File: src/rtl/timer_tick_monitor.sv
// Receive-side checker for a periodic tick: measures edge-to-edge intervals,
// flags out-of-tolerance periods, tracks the worst interval and a sticky timeout.
module timer_tick_monitor #(
    parameter int CNT_W      = 16,
    parameter int EXP_PERIOD = 10,
    parameter int TOL        = 1,
    parameter int TIMEOUT    = 64
) (
    input  logic             clk,
    input  logic             rst,
    input  logic             tick_in,
    output logic             period_valid,
    output logic [CNT_W-1:0] period_out,
    output logic             in_range,
    output logic [CNT_W-1:0] period_max,
    output logic             timeout
);

    typedef enum logic {
        IDLE = 1'b0,
        MEAS = 1'b1
    } state_t;

    localparam logic signed [CNT_W:0] EXP_S = (CNT_W+1)'(EXP_PERIOD);
    localparam logic signed [CNT_W:0] TOL_S = (CNT_W+1)'(TOL);
    localparam logic [CNT_W-1:0]      TIMEOUT_C = CNT_W'(TIMEOUT);

    state_t             state;
    logic [CNT_W-1:0]   cnt;
    logic               tick_d;
    logic               primed;
    logic               tick_edge;
    logic signed [CNT_W:0] diff;
    logic               cnt_in_range;

    // primed masks the first cycle after reset so a tick_in already high
    // at release is not mistaken for a rising edge.
    assign tick_edge = tick_in & ~tick_d & primed;

    // cnt is never above TIMEOUT, so the extra sign bit makes the subtraction exact.
    assign diff         = $signed({1'b0, cnt}) - EXP_S;
    assign cnt_in_range = (diff <= TOL_S) && (diff >= -TOL_S);

    // NOTE: every register here is assigned with <= so all updates use the
    // values from before the clock edge, regardless of statement order.
    always_ff @(posedge clk) begin
        if (!rst) begin
            state        <= IDLE;
            cnt          <= '0;
            tick_d       <= 1'b0;
            primed       <= 1'b0;
            period_valid <= 1'b0;
            period_out   <= '0;
            in_range     <= 1'b0;
            period_max   <= '0;
            timeout      <= 1'b0;
        end else begin
            tick_d       <= tick_in;
            primed       <= 1'b1;
            period_valid <= 1'b0;
            case (state)
                IDLE: begin
                    if (tick_edge) begin
                        cnt     <= CNT_W'(1);
                        timeout <= 1'b0;
                        state   <= MEAS;
                    end
                end
                MEAS: begin
                    if (tick_edge) begin
                        period_out   <= cnt;
                        period_valid <= 1'b1;
                        in_range     <= cnt_in_range;
                        if (cnt > period_max) period_max <= cnt;
                        cnt          <= CNT_W'(1);
                    end else if (cnt == TIMEOUT_C) begin
                        timeout <= 1'b1;
                        cnt     <= '0;
                        state   <= IDLE;
                    end else begin
                        cnt <= cnt + CNT_W'(1);
                    end
                end
                default: state <= IDLE;
            endcase
        end
    end

endmodule

File: config.mk
export PLATFORM = sky130hd
export DESIGN_NAME = timer_tick_monitor
export DESIGN_NICKNAME = d
export VERILOG_FILES = /design/src/rtl/timer_tick_monitor.sv
export SDC_FILE = /design/constraint.sdc
export NUM_CORES = 1
export LEC_CHECK = 0
export ABC_AREA = 1
export CAP_MARGIN = 10
export CORE_ASPECT_RATIO = 0.6
export CORE_MARGIN = 3
export CORE_UTILIZATION = 55
export CTS_CLUSTER_SIZE = 14
export DETAILED_ROUTE_END_ITERATION = 10
export GPL_ROUTABILITY_DRIVEN = 0
export PLACE_DENSITY = 0.79
export REMOVE_ABC_BUFFERS = 1
export SLEW_MARGIN = 20
export SYNTH_ARGS = -nofsm -noshare
export SYNTH_HDL_FRONTEND = slang
export SYNTH_SLANG_ARGS = --single-unit
File: constraint.sdc
create_clock -name clk -period 2.9 [get_ports clk]
set_input_delay 0.58 -clock clk [delete_from_list [all_inputs] [get_ports clk]]
set_output_delay 0.58 -clock clk [all_outputs]
set_load 0.1 [all_outputs]
==> results_dict.tcl <==
set metrics [dict create \
    synth_ff_type "dfxtp_1" \
    placed_cell_area_um2 3540 \
    synthTopCellsByCount "nand2_1 (81), dfxtp_1 (54), a21oi_1 (52), inv_1 (45), o21ai_0 (43)" \
    wl_um 7540 \
    leakage_nw 1.62 \
    clock.fmax_mhz 392 \
    postSynth.asyncResetShare_pct 0 \
    synth_mux_area_share_pct 0 \
    design_area_um2 3630 \
    min_path_cells 2 \
    hold_class "reg -> reg" \
    setup_viol 0 \
    vias 2995 \
    grtUsageMet3_pct 4.98 \
    syn_area_per_cell_um2 7.19 \
    synthCells 443 \
    met2_usage_pct 36.6 \
    worstPathMaxFanout 8 \
    synth_seq_area_share_pct 34.0 \
    grt_max_degree 36 \
    regArea_um2 1080 \
    root_buffer "clkbuf_8" \
    n_fill_cell 488 \
    synth-edff-count 0 \
    setup_tns_ns 0 \
    status "finished, final reports clean" \
    drt-initial-drc-count 235 \
    synth_top_family_by_area "simple AND/OR/NAND/NOR gates" \
    grt_busiest_layer "met2" \
    diodes 0 \
    grt_pass1_vias 2785 \
    tightest_slew_ns 0.667 \
    syn-cell-area_um2 3180 \
    syn2layout_area_growth_pct 14.0 \
    synthXorXnorAreaFrac_pct 0.825 \
    ios 38 \
    die_w_um 104 \
    ir_drop_v 0.000258 \
    htree_num_levels 2 \
    path_cells "inv_1 > ha_1 > inv_1 > nand2_2 > nand2_2 > nor2_4 > nand2_1 > nand2_1 > nand2_1 > nand3_2 > nor2_4 > nand2_1 > nor3_1 > ha_1 > nand4_1 > nand3_1 > nand2_1 > a21oi_2" \
    core-area_um2 5330 \
    crit_path_top_delay_cell "dfxtp_1" \
    cts.clk_slew.worst_paths_ns 0.10 \
    gr-total-overflow 0 \
    yosys.area.top_type_share_pct 34.0 \
    numPortBuffers 37 \
    rrSetupSlack_ns 0.35 \
    finalMaxSlewViolations 0 \
    crit_buf_inv 2 \
    fin_cells 556 \
    row_count 20 \
    hp-start "period_max[7]" \
    power.density_nw_per_um2 383 \
    synth-seq-cells 54 \
    drc_errors 0 \
    cts_tree "yes" \
    min_to "period_max[7]" \
    cp_data_arrival_time_ns 2.74 \
    antenna_left 0 \
    cts_hold_buf 0 \
    dr.pass1.iters 5 \
    clock-sinks 54 \
    r2r_cells 18 \
    cts_setup_buffers 0 \
    multi_input_area_um2 1840 \
    yosysUniqueCellTypes 39 \
    track_usage_pct 23.4 \
    dp_cells 548 \
    fin_worst_skew_ns 0.00534 \
    ys_warn_count 0 \
    crit_required_ns 3.09 \
    finalCritPeriodShare_pct 88.0 \
    drive_gt1_share_pct 17.1 \
    r2r_start "cnt[1]" \
    crit_path_start_kind "flip-flop" \
    wl_per_cell_um 13.6 \
    slew_headroom_pct 55.2 \
    hold_viol 0 \
    r2r_end "in_range" \
    cap_viol_max_count 0 \
    yosys.area_share.simple_pct 29.2 \
    use_met1_pct 32.7 \
    cpLargestDelayFamily "simple AND/OR/NAND/NOR gates" \
    max_stage_delay_ns 0.49 \
    finalNetCount 504 \
    worst_path_most_repeated_cell "nand2_1" \
    yosysMostFrequentCell "nand2_1" \
    synth.area.top_cells "dfxtp_1 (34%), nand2_1 (9.6%), ha_1 (9.0%)" \
    dp_slack_ns 0.405 \
    clk_latency_ns 0.31 \
    grt_pass1_wl_um 12900 \
    rsz0062_at_grt "false" \
    initial_core_util_pct 59.7 \
    vias_per_cell 5.39 \
    timing.final.crit_period_ns 2.55 \
    synth_fa_ha_area_share_pct 9.04 \
    yosys.area.top_type "dfxtp_1" \
    antenna_found_initial 0 \
    clockBufferDepth 2 \
    dieArea_um2 6770 \
    cts_buffers 5 \
    cts_resized 0 \
    cp-end-kind "flip-flop" \
    die_h_um 64.9 \
    hpwl_um 5580 \
    layout_setup_ws_ns 0.348 \
    critical_path_class "reg -> reg" \
    synth_compound_area_share_pct 18.7 \
]
[power breakdown]
group | internal [mW] | total, mW | switching, mW
logic | 0.0446 | 0.181 | 0.136
registers | 0.754 | 0.764 | 0.0101
clock network | 0.193 | 0.445 | 0.252
total | 0.992 | 1.39 | 0.398
[worst min-delay path, stage by stage, from the launching register on]
cell and delay, ns:
dfxtp_1 0.32, inv_1 0.07, a21oi_1 0.06
[cell families (layout without fill, tap and decap cells)]
| logic type | after synthesis | in the layout |
|---|---|---|
| fa+ha+maj | 23 | 23 |
| flops | 54 | 54 |
| compound gates | 110 | 110 |
| xor+xnor | 3 | 3 |
| simple gates | 187 | 187 |
| buf+inv | 66 | 102 |
[registers in the layout, indices dropped and copies added (netlist names)]
| register | cells |
|---|---|
| primed | 1 |
| in_range | 1 |
| period_valid | 1 |
| cnt | 16 |
| tick_d | 1 |
| timeout | 1 |
| period_out | 16 |
| period_max | 16 |
| state | 1 |
[metrics by stage]
| step | utilization, % | hold WS, ns | power, mW |
|---|---|---|---|
| floorplan | - | 0.511 | 0.913 |
| global placement | 66.3 | 0.462 | 0.959 |
| detailed placement | 66.3 | 0.467 | 0.961 |
| CTS | 68.1 | 0.483 | 1.40 |
| global route | 68.1 | 0.509 | 1.44 |
| finish | 68.1 | 0.481 | 1.39 |
[metal layers]
layer	routed length, um	vias up
li1	-	1554
met1	3770	1326
met2	3130	103
met3	546	12
met4	85	0
met5	0	-
[area by class of cell]
cell class	count	area share, %
multi-input combinational	323	50.7
clock inverter	1	0.138
sequential	54	29.8
tap	77	2.66
inverter	51	5.28
clock buffer	7	2.38
timing repair buffer	43	9.04
[worst max-delay path by stage]
stage                       start  slack [ns]              to  cells past startpoint
global placement          tick_in        0.54   period_max[1]                     11
CTS                        cnt[1]        0.38        in_range                     18
finish                     cnt[1]        0.35        in_range                     18
detailed placement         cnt[1]        0.40        in_range                     18
global route               cnt[1]        0.11        in_range                     19
floorplan           period_max[7]        0.12  period_max[10]                      9
[cells in the final DEF (no fill, tap or decap), types with 3 or more instances in the layout]
| master | count |
|---|---|
| nand4_1 | 13 |
| nand2_2 | 5 |
| buf_4 | 41 |
| inv_2 | 5 |
| nand2_1 | 81 |
| ha_1 | 23 |
| clkbuf_8 | 6 |
| nor3_1 | 3 |
| o21ai_0 | 43 |
| nor2_2 | 5 |
| nor2_4 | 8 |
| nand3_1 | 29 |
| a21oi_2 | 3 |
| inv_1 | 45 |
| a21oi_1 | 52 |
| nor2_1 | 32 |
| a32oi_1 | 3 |
| dfxtp_1 | 54 |
(Power assumes the default switching activity.)
==> variant 1 (same flow settings) <==
Register the input `tick_in` before use. The logic sees it one clock later. Comments in the files are not updated.
--- a/src/rtl/timer_tick_monitor.sv
+++ b/src/rtl/timer_tick_monitor.sv
@@ -27,2 +27,8 @@
 
+    logic tick_q;
+
+    always_ff @(posedge clk) begin
+        tick_q <= tick_in;
+    end
+
     state_t             state;
@@ -37,3 +43,3 @@
     // at release is not mistaken for a rising edge.
-    assign tick_edge = tick_in & ~tick_d & primed;
+    assign tick_edge = tick_q & ~tick_d & primed;
 
@@ -57,3 +63,3 @@
         end else begin
-            tick_d       <= tick_in;
+            tick_d       <= tick_q;
             primed       <= 1'b1;
Behaviour: not the same (Yosys sat finds a counterexample within 10 cycles, from zero or initial values and one cycle with rst low).
==> variant 1 against the unedited design <==
- non-clock buffer count increased by 2
- cell area up 1.2%
- routed wire length rose by 2.2%
- synthesized area grew 0.63%
- sequential cell count increased by 1
- total power rose by 2.8%
- sequential share of layout area increased by 0.21 points
- via count is 1.0% higher
- worst setup slack got worse by 0.031 ns
- critical path type unchanged
- largest cell class unchanged
==> variant 1: results (changes against the unedited design) <==
status=finished clean (unchanged); Cell Area, Placed=0.00357 mm^2 (was 0.00354 mm^2); arrival time at the worst endpoint=2.76 ns (was 2.74 ns); top cells by area, synth=sky130_fd_sc_hd__dfxtp_1, sky130_fd_sc_hd__nand2_1, sky130_fd_sc_hd__ha_1, sky130_fd_sc_hd__a21oi_1, sky130_fd_sc_hd__o21ai_0 (unchanged); Seq/Total Area, Yosys=34.4% (was 34.0%); Peak VDD IR=0.000204 V (was 0.000258 V); fraction of layout instances using a drive strength above 1=17.6% (was 17.1%); Ys Warns=0 (unchanged); FMAX=0.387 GHz (was 0.392 GHz); HPWL after detailed placement=5750 um (was 5580 um); total iterations of the first detailed-routing run=4 (was 5); met2 track demand over resource=39.3% (was 36.6%); worst min-delay path category=register to register (unchanged); Clock Tree Buf Depth=2 (unchanged); number of design rule violations left after detail routing=0 (unchanged); setup slack of the worst register-to-register path=0.32 ns (was 0.35 ns); Routed WL per cell=13.8 um (was 13.6 um); M1 GR Usage=32.3% (was 32.7%); library cell contributing the largest single delay on the critical path=sky130_fd_sc_hd__dfxtp_1 (unchanged); met3 layer usage reported by global route=4.51% (was 4.98%); internal cell power=1.03 mW (was 0.992 mW); tightest slew margin relative to the limit=54.3% (was 55.2%); worst hold slack after final layout=0.442 ns (was 0.481 ns); largest stage delay on the critical path=0.48 ns; clock root buffer=sky130_fd_sc_hd__clkbuf_8 (unchanged); number of nets in the final layout=507 (was 504); total track usage=23.6% (was 23.4%); total clock buffers created by CTS=5 (unchanged); maximum number of pins on one net before global-route repair=36 (unchanged); PortBufs=37 (unchanged); Commonest cells post-synth=sky130_fd_sc_hd__nand2_1, sky130_fd_sc_hd__dfxtp_1, sky130_fd_sc_hd__a21oi_1, sky130_fd_sc_hd__inv_1, sky130_fd_sc_hd__o21ai_0 (unchanged); clock latency on the worst-skew pair=0.31 ns (about the same); Leak Pwr=1.64 nW (was 1.62 nW); DP Worst Slack=0.259 ns (was 0.405 ns); vias in the first global route=2860 (was 2785); depth of the CTS H-tree=2 (unchanged); clock transition at the registers of the reported paths=0.10 ns (about the same); fill count=478 (was 488); Post-Route Skew=0.00813 ns (was 0.00534 ns); iteration-0 DRC count of the detailed router=162 (was 235); share of synthesized flip-flops with an asynchronous set or reset=0% (unchanged); drt via density=5.41 (was 5.39); initial antenna violation count=0 (unchanged); wire length of the first global-routing pass=13300 um (was 12900 um); registers with the most flip-flops=cnt: 16 flops, period_max: 16 flops, period_out: 16 flops (unchanged)
-- variant 1: cell types whose count changed in the layout (fill, tap and decap cells not counted), sizes merged --
cell	change
dfxtp	+1
clkbuf	+1
clkinv	-1
buf	+2
-- variant 1: critical path, delay by kind of cell (launching register included) --
kind | cells | cell delay [ns]
compound gates | 1 | 0.04
simple gates | 13 | 1.16
flops | 1 | 0.48
fa+ha+maj | 2 | 0.55
buf+inv | 2 | 0.22
-- variant 1: kinds of logic after synthesis --
logic type	Yosys count	share of synthesized area (%)
fa+ha+maj	23	8.98
simple gates	187	29.0
buf+inv	66	8.20
xor+xnor	3	0.820
flops	55	34.4
compound gates	110	18.6
-- variant 1: through the flow --
| stage | util, % | cells | power [mW] |
|---|---|---|---|
| floorplan | - | 429 | 0.931 |
| global placement | 67.0 | 551 | 0.979 |
| detailed placement | 67.0 | 551 | 0.983 |
| CTS | 68.9 | 559 | 1.44 |
| global route | 68.9 | 559 | 1.49 |
| finish | 68.9 | 559 | 1.43 |
-- variant 1: what timing repair did --
item                       CTS  global route
gates resized for setup      0             1
buffers inserted             0             0
hold buffers                 0             0
setup endpoints to repair    0             1
-- variant 1: worst paths after layout --
check        cells past startpoint       end    from
min reg2reg                      2    tick_d  tick_q
min                              2    tick_d  tick_q
max reg2reg                     18  in_range  cnt[1]
max                             18  in_range  cnt[1]
-- variant 1: cell type report --
| type | instances | area [um^2] | area share, % |
|---|---|---|---|
| repair buffers | 45 | 343 | 9.34 |
| clock buffers | 8 | 100 | 2.73 |
| multi-input cells | 323 | 1840 | 50.1 |
| inverters | 51 | 191 | 5.21 |
| flip-flops and latches | 55 | 1100 | 30.0 |
| well taps | 77 | 96.3 | 2.62 |
-- variant 1: per-layer routing --
layer  vias up  part of all wire [%]
li1       1567                     -
met1      1371                    49
met2        84                    44
met3         4                   6.0
met4         0                  0.43
met5         -                     0
-- variant 1: power groups by stage --
| stage | Combinational (mW) | Clock, mW | Sequential [mW] |
|---|---|---|---|
| 6_report | 0.190 | 0.463 | 0.777 |
| 5_1_grt | 0.204 | 0.503 | 0.779 |
| 4_1_cts | 0.190 | 0.471 | 0.777 |
| 3_5_place_dp | 0.189 | 0 | 0.795 |
| 3_3_place_gp | 0.185 | 0 | 0.794 |
| 2_1_floorplan | 0.0681 | 0 | 0.863 |
==> variant 2 (same flow settings) <==
Made on the original files. The parameter `CNT_W` goes from 16 to 32.
--- a/src/rtl/timer_tick_monitor.sv
+++ b/src/rtl/timer_tick_monitor.sv
@@ -3,3 +3,3 @@
 module timer_tick_monitor #(
-    parameter int CNT_W      = 16,
+    parameter int CNT_W      = 32,
     parameter int EXP_PERIOD = 10,
Interface: changed (resized period_max and period_out); port bits go from 38 to 70. No check against the original RTL was run, so the function may have changed too.
==> variant 2 against the unedited design <==
- die area increased by 98%
- sequential cell count increased by 48
- routed wire length increased by 150%
- worst setup slack got worse by 0.16 ns
- total power increased by 120%
- global-route usage increased by 4.5 points
- synthesized area increased by 110%
- cell area increased by 110%
- synthesized cell count increased by 120%
- largest cell class unchanged
==> variant 2: results (changes against the unedited design) <==
status=finished clean (unchanged); proportion of total power due to net switching=28.8% (was 28.6%); fin crit period=2.72 ns (was 2.55 ns); maximum number of pins on one net before global-route repair=66 (was 36); total routed wirelength=18700 um (was 7540 um); Commonest cells post-synth=sky130_fd_sc_hd__nand2_1, sky130_fd_sc_hd__nor2_1, sky130_fd_sc_hd__dfxtp_1, sky130_fd_sc_hd__inv_1, sky130_fd_sc_hd__a21oi_1 (was sky130_fd_sc_hd__nand2_1, sky130_fd_sc_hd__dfxtp_1, sky130_fd_sc_hd__a21oi_1, sky130_fd_sc_hd__inv_1, sky130_fd_sc_hd__o21ai_0); Hold Startpoint=timeout (was period_max[7]); depth of the CTS H-tree=3 (was 2); total track usage=27.9% (was 23.4%); worst hold slack after final layout=0.485 ns (was 0.481 ns); number of nets in the final layout=1089 (was 504); registers with the most flip-flops=cnt: 32 flops, period_max: 32 flops, period_out: 32 flops (was cnt: 16 flops, period_max: 16 flops, period_out: 16 flops); Peak VDD IR=0.000303 V (was 0.000258 V); fraction of power consumed by sequential logic=47.2% (was 55.0%); DP Worst Slack=0.0705 ns (was 0.405 ns); DR vias=6727 (was 2995); power drawn by the clock network=1.18 mW (was 0.445 mW); top cells by area, synth=sky130_fd_sc_hd__dfxtp_1, sky130_fd_sc_hd__nand2_1, sky130_fd_sc_hd__nor2_1, sky130_fd_sc_hd__ha_1, sky130_fd_sc_hd__a21oi_1 (was sky130_fd_sc_hd__dfxtp_1, sky130_fd_sc_hd__nand2_1, sky130_fd_sc_hd__ha_1, sky130_fd_sc_hd__a21oi_1, sky130_fd_sc_hd__o21ai_0); arrival time at the worst endpoint=2.93 ns (was 2.74 ns); clock latency on the worst-skew pair=0.35 ns (was 0.31 ns); fill count=1025 (was 488); Post-Route Skew=0.0102 ns (was 0.00534 ns); iteration-0 DRC count of the detailed router=782 (was 235); PortBufs=69 (was 37); vias in the first global route=5879 (was 2785); first element of the critical path=cnt[2] (was cnt[1]); fraction of layout instances using a drive strength above 1=20.3% (was 17.1%); wire length of the first global-routing pass=30600 um (was 12900 um); total clock buffers created by CTS=9 (was 5); worst slew pin tran=0.576 ns (was 0.667 ns); clock root buffer=sky130_fd_sc_hd__clkbuf_16 (was sky130_fd_sc_hd__clkbuf_8); met2 track demand over resource=35.5% (was 36.6%); met3 layer usage reported by global route=7.62% (was 4.98%); setup slack of the worst register-to-register path=0.18 ns (was 0.35 ns)
## variant 2: cell types whose count changed after synthesis, sizes merged, moves of 16 or more
| cell | unedited run | this run |
|---|---|---|
| a21oi | 55 | 86 |
| buf | 5 | 27 |
| dfxtp | 54 | 102 |
| ha | 23 | 39 |
| inv | 50 | 108 |
| nand2 | 88 | 206 |
| nand3 | 32 | 60 |
| nor2 | 45 | 167 |
| o21ai | 46 | 85 |
## variant 2: repair_timing
item	4_1_cts	5_1_grt
gates resized for setup	0	27
endpoints found under the setup margin	0	14
setup buffers	0	5
## variant 2: worst max-delay path, stage by stage, from the launching register on
cell	delay, ns
sky130_fd_sc_hd__dfxtp_2	0.33
sky130_fd_sc_hd__inv_2	0.05
sky130_fd_sc_hd__ha_4	0.16
sky130_fd_sc_hd__inv_2	0.08
sky130_fd_sc_hd__nand2_4	0.06
sky130_fd_sc_hd__nand2_4	0.11
sky130_fd_sc_hd__nor2_4	0.06
sky130_fd_sc_hd__buf_4	0.15
sky130_fd_sc_hd__buf_4	0.13
sky130_fd_sc_hd__nand3_1	0.07
sky130_fd_sc_hd__nand2_1	0.09
sky130_fd_sc_hd__a21oi_2	0.13
sky130_fd_sc_hd__nand3_1	0.11
sky130_fd_sc_hd__nor2_2	0.12
sky130_fd_sc_hd__nand2_1	0.08
sky130_fd_sc_hd__inv_1	0.06
sky130_fd_sc_hd__ha_1	0.21
sky130_fd_sc_hd__inv_1	0.06
sky130_fd_sc_hd__xor2_1	0.18
sky130_fd_sc_hd__inv_1	0.06
sky130_fd_sc_hd__nand2_1	0.06
sky130_fd_sc_hd__nand3_1	0.07
sky130_fd_sc_hd__nand2_1	0.08
sky130_fd_sc_hd__a21oi_2	0.06
## variant 2: metrics by stage
stage	utilization, %	instances	power, mW
after global routing	66.9	1212	3.18
after global placement	63.4	1191	1.90
after CTS	65.9	1207	3.08
final	66.9	1212	3.06
after floorplan	-	931	1.79
after detailed placement	63.4	1191	1.91
## variant 2: layout make-up
cell class                 instances  area [um^2]  share of cell area [%]
inverter                         111          419                    5.46
sequential                       102         2050                    26.7
tap                              160          200                    2.61
timing repair buffer             105          801                    10.4
multi-input combinational        718         3920                    51.0
clock inverter                     2         15.0                   0.196
clock buffer                      14          274                    3.57
## variant 2: cell families after synthesis
kind of cell / synth area share (%)
compound gates: 15.1
simple gates: 34.2
buf+inv: 10.4
xor+xnor: 1.84
fa+ha+maj: 7.41
flops: 31.0
## variant 2: worst paths after layout
path / end / cells after the start
worst min-delay path: timeout / 2
worst max-delay path: in_range / 23
worst min register to register: timeout / 2
worst max register to register: in_range / 23
## variant 2: routing by layer
metal  part of all wire [%]  up-vias
met5                      0        -
met4                   0.75        0
met3                     12       19
met2                     37      329
met1                     50     3030
li1                       -     3349
